`config.mk`:
```
export PLATFORM = sky130hd
export DESIGN_NAME = bank_collision_arbiter
export DESIGN_NICKNAME = d
export VERILOG_FILES = /design/src/rtl/bank_collision_arbiter.sv
export SDC_FILE = /design/constraint.sdc
export NUM_CORES = 1
export LEC_CHECK = 0
export CORE_ASPECT_RATIO = 1.1
export CORE_MARGIN = 5
export CORE_UTILIZATION = 30
export CTS_BUF_LIST = sky130_fd_sc_hd__clkbuf_4
export DETAILED_ROUTE_END_ITERATION = 10
export GPL_TIMING_DRIVEN = 0
export SLEW_MARGIN = 30
export SYNTH_ARGS = -nofsm -noshare
export SYNTH_HDL_FRONTEND = slang
export SYNTH_SLANG_ARGS = --single-unit
```
`constraint.sdc`:
```
create_clock -name aclk -period 2.4 [get_ports aclk]
set_input_delay 0.36 -clock aclk [delete_from_list [all_inputs] [get_ports aclk]]
set_output_delay 0.36 -clock aclk [all_outputs]
set_load 0.1 [all_outputs]
```
`src/rtl/bank_collision_arbiter.sv`:
```
// Multi-bank collision detector/arbiter: one grant per bank, per-agent loser flags, saturating event counter.
// Optional macro BANK_RR_EN selects per-bank round-robin pointers; otherwise the lowest index wins.

module bank_collision_arbiter_bank #(
  parameter int NB_AGENT = 4,
  parameter int AW       = 2
) (
  input  logic [NB_AGENT-1:0] rmask,
  input  logic [AW-1:0]       ptr,
  output logic [NB_AGENT-1:0] gnt,
  output logic [NB_AGENT-1:0] lose
);
  logic found;
  int   idx;

  // First requester at or after ptr, wrapping modulo NB_AGENT.
  always_comb begin
    gnt   = '0;
    found = 1'b0;
    idx   = 0;
    for (int k = 0; k < NB_AGENT; k++) begin
      idx = (int'(ptr) + k) % NB_AGENT;
      if (!found && rmask[idx]) begin
        found    = 1'b1;
        gnt[idx] = 1'b1;
      end
    end
  end

  // Losers only exist when two or more agents share the bank.
  assign lose = (|(rmask & (rmask - NB_AGENT'(1)))) ? (rmask & ~gnt) : '0;
endmodule

module bank_collision_arbiter #(
  parameter int NB_AGENT     = 4,
  parameter int NB_BANK      = 4,
  parameter int SELECT_WIDTH = $clog2(NB_BANK),
  parameter int CNT_WIDTH    = 16
) (
  input  logic                             aclk,
  input  logic                             srst,
  input  logic [NB_AGENT-1:0]              req,
  input  logic [NB_AGENT*SELECT_WIDTH-1:0] bank_select,
  input  logic                             cnt_clear,
  output logic [NB_AGENT-1:0]              grant,
  output logic [NB_AGENT-1:0]              collision_vec,
  output logic                             collision,
  output logic [CNT_WIDTH-1:0]             collision_cnt,
  output logic [NB_AGENT-1:0]              err_oob
);
  localparam int AW = $clog2(NB_AGENT);

  logic [NB_BANK-1:0][NB_AGENT-1:0] rmask, gnt_b, lose_b;
  logic [NB_BANK-1:0][AW-1:0]       ptr;
  logic [NB_AGENT-1:0]              oob_nxt, grant_nxt, coll_nxt;
  logic [SELECT_WIDTH-1:0]          sel;

  always_comb begin
    rmask   = '0;
    oob_nxt = '0;
    sel     = '0;
    for (int i = 0; i < NB_AGENT; i++) begin
      sel = bank_select[i*SELECT_WIDTH +: SELECT_WIDTH];
      if (req[i] && int'(sel) >= NB_BANK) oob_nxt[i] = 1'b1;
      for (int b = 0; b < NB_BANK; b++)
        if (req[i] && int'(sel) == b) rmask[b][i] = 1'b1;
    end
  end

  genvar gb;
  generate
    for (gb = 0; gb < NB_BANK; gb++) begin : g_bank
      bank_collision_arbiter_bank #(.NB_AGENT(NB_AGENT), .AW(AW)) u_bank (
        .rmask (rmask[gb]),
        .ptr   (ptr[gb]),
        .gnt   (gnt_b[gb]),
        .lose  (lose_b[gb])
      );
    end
  endgenerate

  // Each agent sits in at most one bank, so OR-merging is collision-free.
  always_comb begin
    grant_nxt = '0;
    coll_nxt  = '0;
    for (int b = 0; b < NB_BANK; b++) begin
      grant_nxt = grant_nxt | gnt_b[b];
      coll_nxt  = coll_nxt | lose_b[b];
    end
  end

`ifdef BANK_RR_EN
  function automatic logic [AW-1:0] after_winner(input logic [NB_AGENT-1:0] g);
    logic [AW-1:0] r;
    r = '0;
    for (int i = 0; i < NB_AGENT; i++)
      if (g[i]) r = (i == NB_AGENT-1) ? '0 : AW'(i + 1);
    return r;
  endfunction

  always_ff @(posedge aclk) begin
    if (srst) begin
      ptr <= '0;
    end else begin
      for (int b = 0; b < NB_BANK; b++)
        if (|rmask[b]) ptr[b] <= after_winner(gnt_b[b]);
    end
  end
`else
  assign ptr = '0;
`endif

  always_ff @(posedge aclk) begin
    if (srst) begin
      grant         <= '0;
      collision_vec <= '0;
      collision     <= 1'b0;
      err_oob       <= '0;
      collision_cnt <= '0;
    end else begin
      grant         <= grant_nxt;
      collision_vec <= coll_nxt;
      collision     <= |coll_nxt;
      err_oob       <= oob_nxt;
      if (cnt_clear)
        collision_cnt <= '0;
      else if (|coll_nxt && collision_cnt != '1)
        collision_cnt <= collision_cnt + CNT_WIDTH'(1);
    end
  end
endmodule

```
==> metrics list <==
- For this configuration, the core starts out at a cell density of 0.309.
- Synthesis-to-finish area growth: 36.5%
* Warnings from Yosys: 0
- Setup CP Type: reg -> out
- Cells on Worst Hold Path: 2
- Proportion of power drawn by flip-flops and latches: 0.418
* Kind of cell with the highest combined delay on the critical path: buffers and inverters
* Status: finished, final reports clean
- The netlist uses 44 different library cells.
* Worst path required time: 2.04 ns
* Initial drt markers: 65
- Fraction of the core area covered by cells at the end of the flow: 0.422
- Most common library cell in the layout ignoring fill and taps: clkdlybuf4s50_1
- In this run the standard cell core region covers 4620 µm².
- Hold WC Path Type: in -> reg
* Total Wirelength: 3800 µm
- Post-Route Hold Slack: 0.371 ns
- Port buffering added 33 buffers.
* Layout cell share with drive strength beyond 1: 0.172
- Max-cap violations in this run came to 0.
- Of all nets on the critical path, the largest fanout is 6.
* FMAX: 0.433 GHz
* Clock network fraction of design power: 0.306
- CTS tree: done
- For the worst setup path, the data arrival time is 1.95 ns.
- The die is 82.4 µm tall.
- Entering global routing, the biggest net connects 15 pins.
* Vias post-DR: 1421
- Vias in the first global route: 1357
- For this design the top-level I/O count stands at 44.
* Number of H-tree levels: 1
* Number of logic stages on the critical path including buffering: 1
- Fraction of synthesized cell area taken by the top area cell type: 0.337
* Number of buffers and inverters on the critical path: 1
- Cell Area, Synth: 1430 µm²
- Summed over all nets, the switching power comes to 324 µW.
* Maximum VDD drop: 219 µV
- Sorting the synthesized cells by area gives the leading types as dfxtp_1 34%, nand3_1 4.9%, nor3b_1 4.7%.
* Total setup violations reported at the end of the flow: 0
* Iteration count of the initial detailed-routing pass: 4
* Total number of nets in the final design: 226
- Of the synthesized area, sequential elements account for 0.337.
- Including well taps, the total number of placed cells is 260.
- The internal power of the cells totals 661 µW.
* FP Rows: 26
- Clock period minus final worst setup slack: 2.31 ns
* Overall track demand over capacity in global routing: 0.127
- In the synthesized netlist, the number of instances is 167.
- The number of antenna violations at the first check in global routing came to 0.
* Average wire per standard cell: 14.3 µm
- The worst setup path is captured at an output pin.
- Total power density per cell area: 506 nW/µm²
- Clock-pin slew was measured on the worst setup and hold paths at 0.15 ns.
- Post-detail-place hpwl: 2800 µm
- The first global-routing pass estimated 6290 µm of wire.
- The clock net in this run drives a total of 24 sinks.
- Cts hold-fix bufs: 0
- Die Outline Area: 6240 µm²
* Final Max Slew Viols: 0
* LEAKAGE: 0.000689 µW
* Number of vias per cell: 5.36
* Setup repair after global routing missed its margin: false
- CTS placed an instance of clkbuf_4 at the clock tree root.
- Pin slew with the least headroom to its limit: 0.992 ns
- Dividing the final minimum period by the clock period gives 0.963.
- DRC: 0
- Cell type with the largest total area after synthesis: dfxtp_1
- ANT nets after route: 0
- The library cells used most frequently in the layout, excluding fill and tap cells, are 32 x clkdlybuf4s50_1, 14 x nand3_1, 14 x dfxtp_1.
* Die Width: 75.8 µm
- Register bit total from synthesis: 24
- Global routing finished with a remaining overflow of 0.
- Total negative setup slack: 0 ns
- Cell-by-cell trace of the critical path: clkdlybuf4s50_1
* Startpoint Class: register
- Measured against its own limit, the worst slew margin works out to 0.336.
- Of the total power, combinational logic draws 0.276.
- Net Sw Frac: 0.329
- Clock buffer count from CTS: 3
* Layout Cells excl Fill: 265
* Clk_lat worst skew: 0.32 ns
- Clock skew on the completed layout was measured at 0.0114 ns.
* Mean instance size in the synthesized netlist: 8.55 µm²
* Routability congestion estimate: 0.829
- On the worst path, the slowest cell contributes a delay of 1.17 ns.
- The number of failing hold endpoints at the final stage is 0.
- Buffers from clock root to sink, at most: 2
* Register-to-Register Path Depth: 7
- The number of antenna diodes in the final layout is 0.
- Slowest cell on crit path: clkdlybuf4s50_1
-- registers in the layout, indices dropped and copies added (netlist names) --
name           flops
collision          1
collision_cnt     16
collision_vec      3
grant              4
-- layout make-up --
type                       count  area (µm²)
fill                         488        2670
timing repair buffer          34         340
sequential                    24         493
inverter                       2        7.51
clock buffer                   3        22.5
tap                           56        70.1
buffer                        15         101
multi-input combinational    130         883
clock inverter                 1        30.0
-- layer usage --
layer / vias to the layer above / global-route usage / part of all wire
met4: 0 / 0.0367 / 0.0047
met5: - / 0 / 0
met3: 2 / 0.0266 / 0.067
met1: 663 / 0.158 / 0.45
li1: 713 / - / -
met2: 43 / 0.218 / 0.48
-- cells by family after synthesis --
family          after synthesis  synth area share
simple gates                 79             0.333
xor+xnor                      5            0.0307
buf+inv                      17            0.0762
compound gates               40             0.212
flops                        24             0.337
fa+ha+maj                     1           0.00876
other cells                   1           0.00263
-- metrics by stage --
step	power, µW	instance area (µm²)	worst slack (ns)
after global routing	1030	1950	0.00229
after global placement	687	1860	-0.289
after CTS	990	1910	0.0558
final	985	1950	0.0890
after detailed placement	688	1860	-0.289
after floorplan	619	1460	0.00414
-- cell usage after synthesis --
cell and count:
a2111oi_0 1, a21oi_1 12, a221oi_4 1, a41oi_1 1, and3_1 5, and3b_1 2
and4_1 1, buf_2 2, buf_4 6, buf_6 1, buf_8 1, clkbuf_1 4
clkbuf_2 1, conb_1 1, dfxtp_1 24, ha_1 1, inv_1 2, nand2_1 12
nand3_1 14, nand3b_1 5, nand4_1 4, nor2_1 4, nor2b_1 6, nor3_1 1
nor3b_1 9, nor4_1 1, nor4b_2 1, o2111a_1 1, o211ai_1 3, o21a_1 1
o21ai_0 4, o21ai_2 2, o221a_2 1, o221ai_1 1, o2bb2ai_1 1, o311ai_0 2
o31a_1 2, o31ai_1 4, o41ai_1 3, or2_2 1, or3_1 8, or4_1 5
xnor2_1 2, xor2_1 3
-- path summary, 6_finish.rpt --
check	start	to	slack, ns
worst max-delay path	collision_cnt[15]$_SDFFE_PP0P_	collision_cnt[15]	0.09
worst min-delay path	req[1]	grant[1]$_SDFF_PP0_	0.37
worst max register to register	collision_cnt[0]$_SDFFE_PP0P_	collision_cnt[15]$_SDFFE_PP0P_	0.24
worst min register to register	collision_cnt[0]$_SDFFE_PP0P_	collision_cnt[0]$_SDFFE_PP0P_	0.50
-- power groups by stage --
stage	Sequential [µW]	Combinational, µW	Clock, µW
floorplan	487	132	0
global placement	421	266	0
detailed placement	421	267	0
CTS	412	268	311
global route	413	289	323
finish	412	272	301
-- repair_timing --
item | CTS | global route
setup endpoints to repair | 0 | 14
setup buffers | 0 | 1
gates resized for setup | 0 | 6
Note: power is estimated with default switching activity, not from simulation.
